--- config.mk ---
export PLATFORM = sky130hd
export DESIGN_NAME = key_rotate_inverse_sched
export DESIGN_NICKNAME = d
export VERILOG_FILES = /design/src/rtl/key_rotate_inverse_sched.sv
export SDC_FILE = /design/constraint.sdc
export NUM_CORES = 1
export LEC_CHECK = 0
export CAP_MARGIN = 20
export CORE_MARGIN = 4
export CORE_UTILIZATION = 30
export CTS_BUF_LIST = sky130_fd_sc_hd__clkbuf_4 sky130_fd_sc_hd__clkbuf_8
export DETAILED_ROUTE_END_ITERATION = 10
export SKIP_LAST_GASP = 1
export SLEW_MARGIN = 15
export SYNTH_ARGS = -nofsm -noshare
export SYNTH_HDL_FRONTEND = slang
export SYNTH_SLANG_ARGS = --single-unit
--- constraint.sdc ---
create_clock -name clk -period 4.8 [get_ports clk]
set_input_delay 0.96 -clock clk [delete_from_list [all_inputs] [get_ports clk]]
set_output_delay 0.96 -clock clk [all_outputs]
set_load 0.1 [all_outputs]
--- src/rtl/key_rotate_inverse_sched.sv ---
// Decrypt-side key schedule: replays the round keys from the final round down to round 1,
// undoing the per-round left rotation by rotating each half right between emissions.
//
// state | meaning
// IDLE  | waiting for start; outputs hold the last key/round
// EMIT  | key_out/round_num valid, advancing one round per accepted transfer
module key_rotate_inverse_sched #(
    parameter int          ROUNDS    = 16,
    parameter int          HALF_W    = 32,
    parameter logic [31:0] ONE_SHIFT = 32'h0000_8103
) (
    input  logic                  clk,
    input  logic                  rst_n,
    input  logic                  clr,
    input  logic                  start,
    input  logic [0:2*HALF_W-1]   key_in,
    input  logic                  key_ready,
    output logic                  key_valid,
    output logic [0:2*HALF_W-1]   key_out,
    output logic [4:0]            round_num,
    output logic                  busy,
    output logic                  done
);

    typedef enum logic {
        IDLE = 1'b0,
        EMIT = 1'b1
    } state_t;

    state_t              state_q, state_d;
    logic [0:2*HALF_W-1] key_q, key_d;
    logic [4:0]          round_q, round_d;
    logic                done_q, done_d;

    logic [HALF_W-1:0]   c_half, d_half, c_rot, d_rot;
    logic                shift_one;

    // Halves rotate independently; round_q of 0 only occurs in IDLE where the result is unused.
    always_comb begin
        c_half    = key_q[0:HALF_W-1];
        d_half    = key_q[HALF_W:2*HALF_W-1];
        shift_one = ONE_SHIFT[round_q - 5'd1];
        if (shift_one) begin
            c_rot = {c_half[0], c_half[HALF_W-1:1]};
            d_rot = {d_half[0], d_half[HALF_W-1:1]};
        end else begin
            c_rot = {c_half[1:0], c_half[HALF_W-1:2]};
            d_rot = {d_half[1:0], d_half[HALF_W-1:2]};
        end
    end

    always_comb begin
        state_d = state_q;
        key_d   = key_q;
        round_d = round_q;
        done_d  = 1'b0;
        if (clr) begin
            state_d = IDLE;
            key_d   = '0;
            round_d = '0;
        end else begin
            case (state_q)
                IDLE: begin
                    if (start) begin
                        key_d   = key_in;
                        round_d = 5'(ROUNDS);
                        state_d = EMIT;
                    end
                end
                EMIT: begin
                    if (key_ready) begin
                        if (round_q == 5'd1) begin
                            state_d = IDLE;
                            done_d  = 1'b1;
                        end else begin
                            key_d   = {c_rot, d_rot};
                            round_d = round_q - 5'd1;
                        end
                    end
                end
                default: state_d = IDLE;
            endcase
        end
    end

    always_ff @(posedge clk or negedge rst_n) begin
        if (!rst_n) begin
            state_q <= IDLE;
            key_q   <= '0;
            round_q <= '0;
            done_q  <= 1'b0;
        end else begin
            state_q <= state_d;
            key_q   <= key_d;
            round_q <= round_d;
            done_q  <= done_d;
        end
    end

    assign key_valid = (state_q == EMIT);
    assign busy      = (state_q == EMIT);
    assign key_out   = key_q;
    assign round_num = round_q;
    assign done      = done_q;

endmodule

======== Word level (Yosys, flattened, before mapping) ========
Memory sizes are Yosys's and may differ from the RTL's.
Cells that the tools add are included.
storage, ports and cells
  register bits after elaboration ......... 71
  memory bits (read-only) ................. 32
  input bits .............................. 69
  output and inout bits ................... 72
  word-level logic and storage cells ...... 35
  memories kept ........................... 1
memory list
  name              depth  bits a word  read ports  clocked after memory_dff  wr ports  line  source
  (name not given)  32     1            1           0                         0         42    shift_one = ONE_SHIFT[round_q - 5'd1];
operators by class
  add/subtract/negate cells ............... 1
  order comparisons ....................... 1
  equal/unequal tests ..................... 4
  multiplexer cells ....................... 22
  bitwise gates (word level) .............. 1
  reductions and logical operators ........ 1
operator list
  operator             count
  $mux 64              4
  $pmux 64 s2          1
  $mux 32              2
  $mux 5               4
  $pmux 5 s2           1
  $mux 1               9
  $ne 3x3->1 const B   3
  $lt 5x6->1 const B   1
  $eq 5x1->1 const B   1
  $sub 5x1->5 const B  1
  $reduce_and 3->1     1
  $pmux 1 s2           1
  $not 1->1            1

======== Longest topological paths before layout ========
  word-level depth ........................ 8
  depth in mapped cells ................... 9
  depth with buffers taken out ............ 7

======== Worst setup path after synthesis ========
OpenSTA, ideal clock, no wires.
  path kind ............................... reg-to-reg
  from .................................... reg round_q[0], in the netlist round_num[0]
  to ...................................... reg key_q, in the netlist key_out[10]
  library setup time ...................... 148 ps
  data arrival time ....................... 2575 ps
  data required time ...................... 4652 ps
  path slack .............................. 2078 ps
  stages on the path, launching flop included .. 10
  path buffers ............................ 2
  clock period less this slack ............ 2722 ps
  path through ............................ dfrtp_1 > inv_1 > ha_1 > xnor2_1 > nand3_1 > mux2_4 > buf_2 > buf_1 > nand4_1 > o221ai_2
on the way
  longest elaborated chain between the ends .. 8
  elaborated cells between the ends (all ways) .. 11
  classes of those cells .................. add/sub (1); eq/ne (2); mux (6); reduce/logical (1); memory (1)
RTL lines
  element                       line  source
  from (decl)                   32    logic [4:0] round_q, round_d;
  from (signal assigned)        95    round_q <= round_d;
  $sub 5x1->5                   42
  $mem_v2 32x1                  --
  $mux 1 (not written as such)  42
  $mux 32                       43    if (shift_one) begin
  $mux 64                       72    if (round_q == 5'd1) begin
  $mux 64                       71    if (key_ready) begin
  $pmux 64 s2                   62    case (state_q)
  $mux 64                       57    if (clr) begin
  to (signal assigned)          94    key_q <= key_d;
  to (decl)                     31    logic [0:2*HALF_W-1] key_q, key_d;
Several ways; a longest one is shown, not always the timed one. The select of a mux whose other input is x is not followed.
A chain may end at the register's enable or synchronous reset.

======== Final worst setup path ========
  from .................................... reg state_q, in the netlist busy
  to ...................................... out busy
RTL lines
  element                 line  source
  from (decl)             30    state_t state_q, state_d;
  from (signal assigned)  93    state_q <= state_d;
  to (decl)               21    output logic busy,
No word-level cell between the ends.

==> run metrics <==
CTS HTree Levels 3; status completed; P&R area growth vs syn 30.02%; Max-slew headroom 30.25%; total negative setup slack 0 ns; RSZ-0062 raised after global routing no; FMAX 299.1 MHz; num rows 48; layout cell share with drive strength beyond 1 13.88%; Post-Syn Instances 573; vias in the first global route 5396; worst slew pin tran 1.043 ns; worst path bufs/invs 1; core area 17420 µm²; total number of vias 5197; Max rail drop VDD 229.8 µV; Worst Setup End Kind primary output; CTS clk-pin slew, worst paths 0.07 ns; Design Power 2.090 mW; CTS Buffer Depth 2; Mapped Area 5364 µm²; global-route wire length before repair 28270 µm; post-route ant nets 0; Clock Tree Root clkbuf_8; vias per cell 5.807; initial antenna violation count 0; GP Congestion 0.8065; Final period util 69.65%; fraction of registers with async set/reset 100.0%; Port Buffers 140; Nets 740; CP startpoint kind flip-flop; Top FF cell, synth dfrtp_1; syn_nets 646; slowest stage delay, CP 1.26 ns; Crit path required time 3.84 ns; clock skew 0.008370 ns; Layout fillers 1733; drc violations 0; final setup violation count 0; Ports 141; Initial Utilization 30.80%; final global-route overflow total 0; critical path's top delay family buffers and inverters; MaxCap Viol Count 0; diode count 0; worst r2r path cells 8; CTS hold repair buffers 0; hold_sp round_num[1]; final hold vios 0; Worst Path Max Fanout 29; sequential area share after synthesis 33.12%; CTS Sinks 71; CTS tree built; FF+latch count, synth 71; Synth warnings 0; crit path max-delay cell type clkdlybuf4s50_1; hold path depth 2; total wire length 17530 µm; CP cell instances clkdlybuf4s50_1; 1st-iter DRT viols 327; Setup Fix Bufs, Post-CTS 0; Static Leakage 2.292 nW; Pre-antenna DRT Iters 5; Post-CTS Resized 0; Max Slew Vio Count 0; Num CTS Buffers 9; DIE AREA 20080 µm²; worst r2r dst key_out[3]; critical path class reg2out; flop2flop setup slack 1.80 ns; Min-Delay Endpoint round_num[1]; Die Ht 141.7 µm; fin crit period 3.343 ns; Avg Cell Area, Syn 9.361 µm²; reg2reg start round_num[0]; clk_lat worst skew 0.35 ns; pwr/cell area 299.6 nW/µm²; DP Wirelength 11180 µm; GRT Util Overall 17.14%; largest net degree at the start of global routing 72; Synth cell types 35; Chip Width 141.7 µm; DR WL/cell 19.59 µm; Post-synth EDFFs 0; crit path DAT 2.38 ns; Worst Hold Class reg2reg
[worst register-to-register path: cells and delay by family, from the launching register on]
| kind | cells | cell delay [ns] |
|---|---|---|
| AND/OR/NAND/NOR | 2 | 0.69 |
| multiplexers | 1 | 0.63 |
| flip-flops | 1 | 0.49 |
| buffers and inverters | 2 | 0.48 |
| adder cells (fa/ha/maj) | 1 | 0.27 |
| AO/OA/AOI/OAI | 1 | 0.18 |
| XOR/XNOR | 1 | 0.15 |
[stage by stage]
step / area (µm²) / utilization (%) / std cells / hold WS (ns) / setup slack, ns
5_1_grt: 6974 / 40.04 / 895 / 0.6573 / 1.408
3_5_place_dp: 6763 / 38.83 / 879 / 0.6019 / 1.472
4_1_cts: 6919 / 39.73 / 893 / 0.6128 / 1.439
6_report: 6974 / 40.04 / 895 / 0.6168 / 1.457
2_1_floorplan: 5364 / - / 573 / 0.6644 / 2.078
3_3_place_gp: 6763 / 38.83 / 879 / 0.5901 / 1.581
[registers in the layout, summed over array words and instances (netlist names)]
signal     flops
done           1
busy           1
key_out       64
round_num      5
[how the worst max path moves through the flow]
stage | startpoint | end | cells past startpoint
detailed placement | round_num[0] | key_out[47] | 7
finish | busy | busy | 1
global route | busy | busy | 1
CTS | busy | busy | 1
floorplan | round_num[0] | key_out[10] | 9
global placement | round_num[0] | key_out[47] | 7
[where the power goes]
part / switching, mW / internal (mW) / leakage (nW)
combinational: 0.691 / 0.260 / 1.25
clock: 0.219 / 0.198 / 0.0863
sequential: 0.0781 / 0.643 / 0.955
[layout make-up]
cell class | count | area [µm²] | share of cell area (%)
Clock inverter | 2 | 10.01 | 0.1435
Timing Repair Buffer | 149 | 1516 | 21.74
Sequential cell | 71 | 1778 | 25.49
Multi-Input combinational cell | 431 | 3223 | 46.21
Clock buffer | 12 | 146.4 | 2.099
Tap cell | 225 | 281.5 | 4.037
Inverter | 5 | 18.77 | 0.2691
[cell usage after synthesis, drive strengths merged (2+ instances only)]
| library cell | instances | area (µm²) |
|---|---|---|
| dfrtp | 71 | 1777 |
| inv | 5 | 18.77 |
| nor3 | 3 | 20.02 |
| buf | 34 | 262.8 |
| nand2 | 67 | 251.5 |
| mux2i | 2 | 23.77 |
| nor2 | 6 | 22.52 |
| a32oi | 2 | 17.52 |
| nor3b | 65 | 488.0 |
| xnor2 | 3 | 26.28 |
| a21oi | 68 | 340.3 |
| nand3 | 4 | 20.02 |
| clkbuf | 32 | 120.1 |
| nand4 | 65 | 406.6 |
| o21a | 64 | 480.5 |
| o21ai | 3 | 15.01 |
| nand2b | 2 | 12.51 |
| o221ai | 64 | 935.9 |
| ha | 4 | 50.05 |
[cells in the final DEF (no fill, tap or decap), types with 2 or more instances in the layout]
cell type	n
clkinv_2	2
buf_4	8
buf_16	2
ha_1	4
xnor2_1	3
clkdlybuf4s50_1	138
o21ai_0	3
nand2b_1	2
o21a_1	64
nand3_1	4
o221ai_1	4
o221ai_2	60
a32oi_1	2
clkbuf_8	9
nor3b_1	65
clkbuf_4	3
a21oi_1	68
nand2_1	66
nand4_1	65
nor3_1	2
inv_1	5
nor2_1	6
dfrtp_1	70
[kinds of logic (layout without fill, tap and decap cells)]
logic type,Yosys count,count (layout),share of synthesized area (%)
AOI/OAI and AO/OA,204,204,33.80
xor gates and xnor gates,3,3,0.4899
adders and majority gates,4,4,0.9331
buffers and inverters,71,168,7.488
DFF,71,71,33.12
muxes,3,3,0.7230
and+or+nand+nor,217,217,23.44
[routing by layer]
layer  vias to the layer above  track usage, %  wire length, µm
met1                      2579           22.34             7825
met5                         -               0                0
met4                         0           6.717              439
li1                       2421               -                -
met2                       171           28.68             8464
met3                        26           2.427              803
No activity file was read; power rests on OpenSTA's default activity.
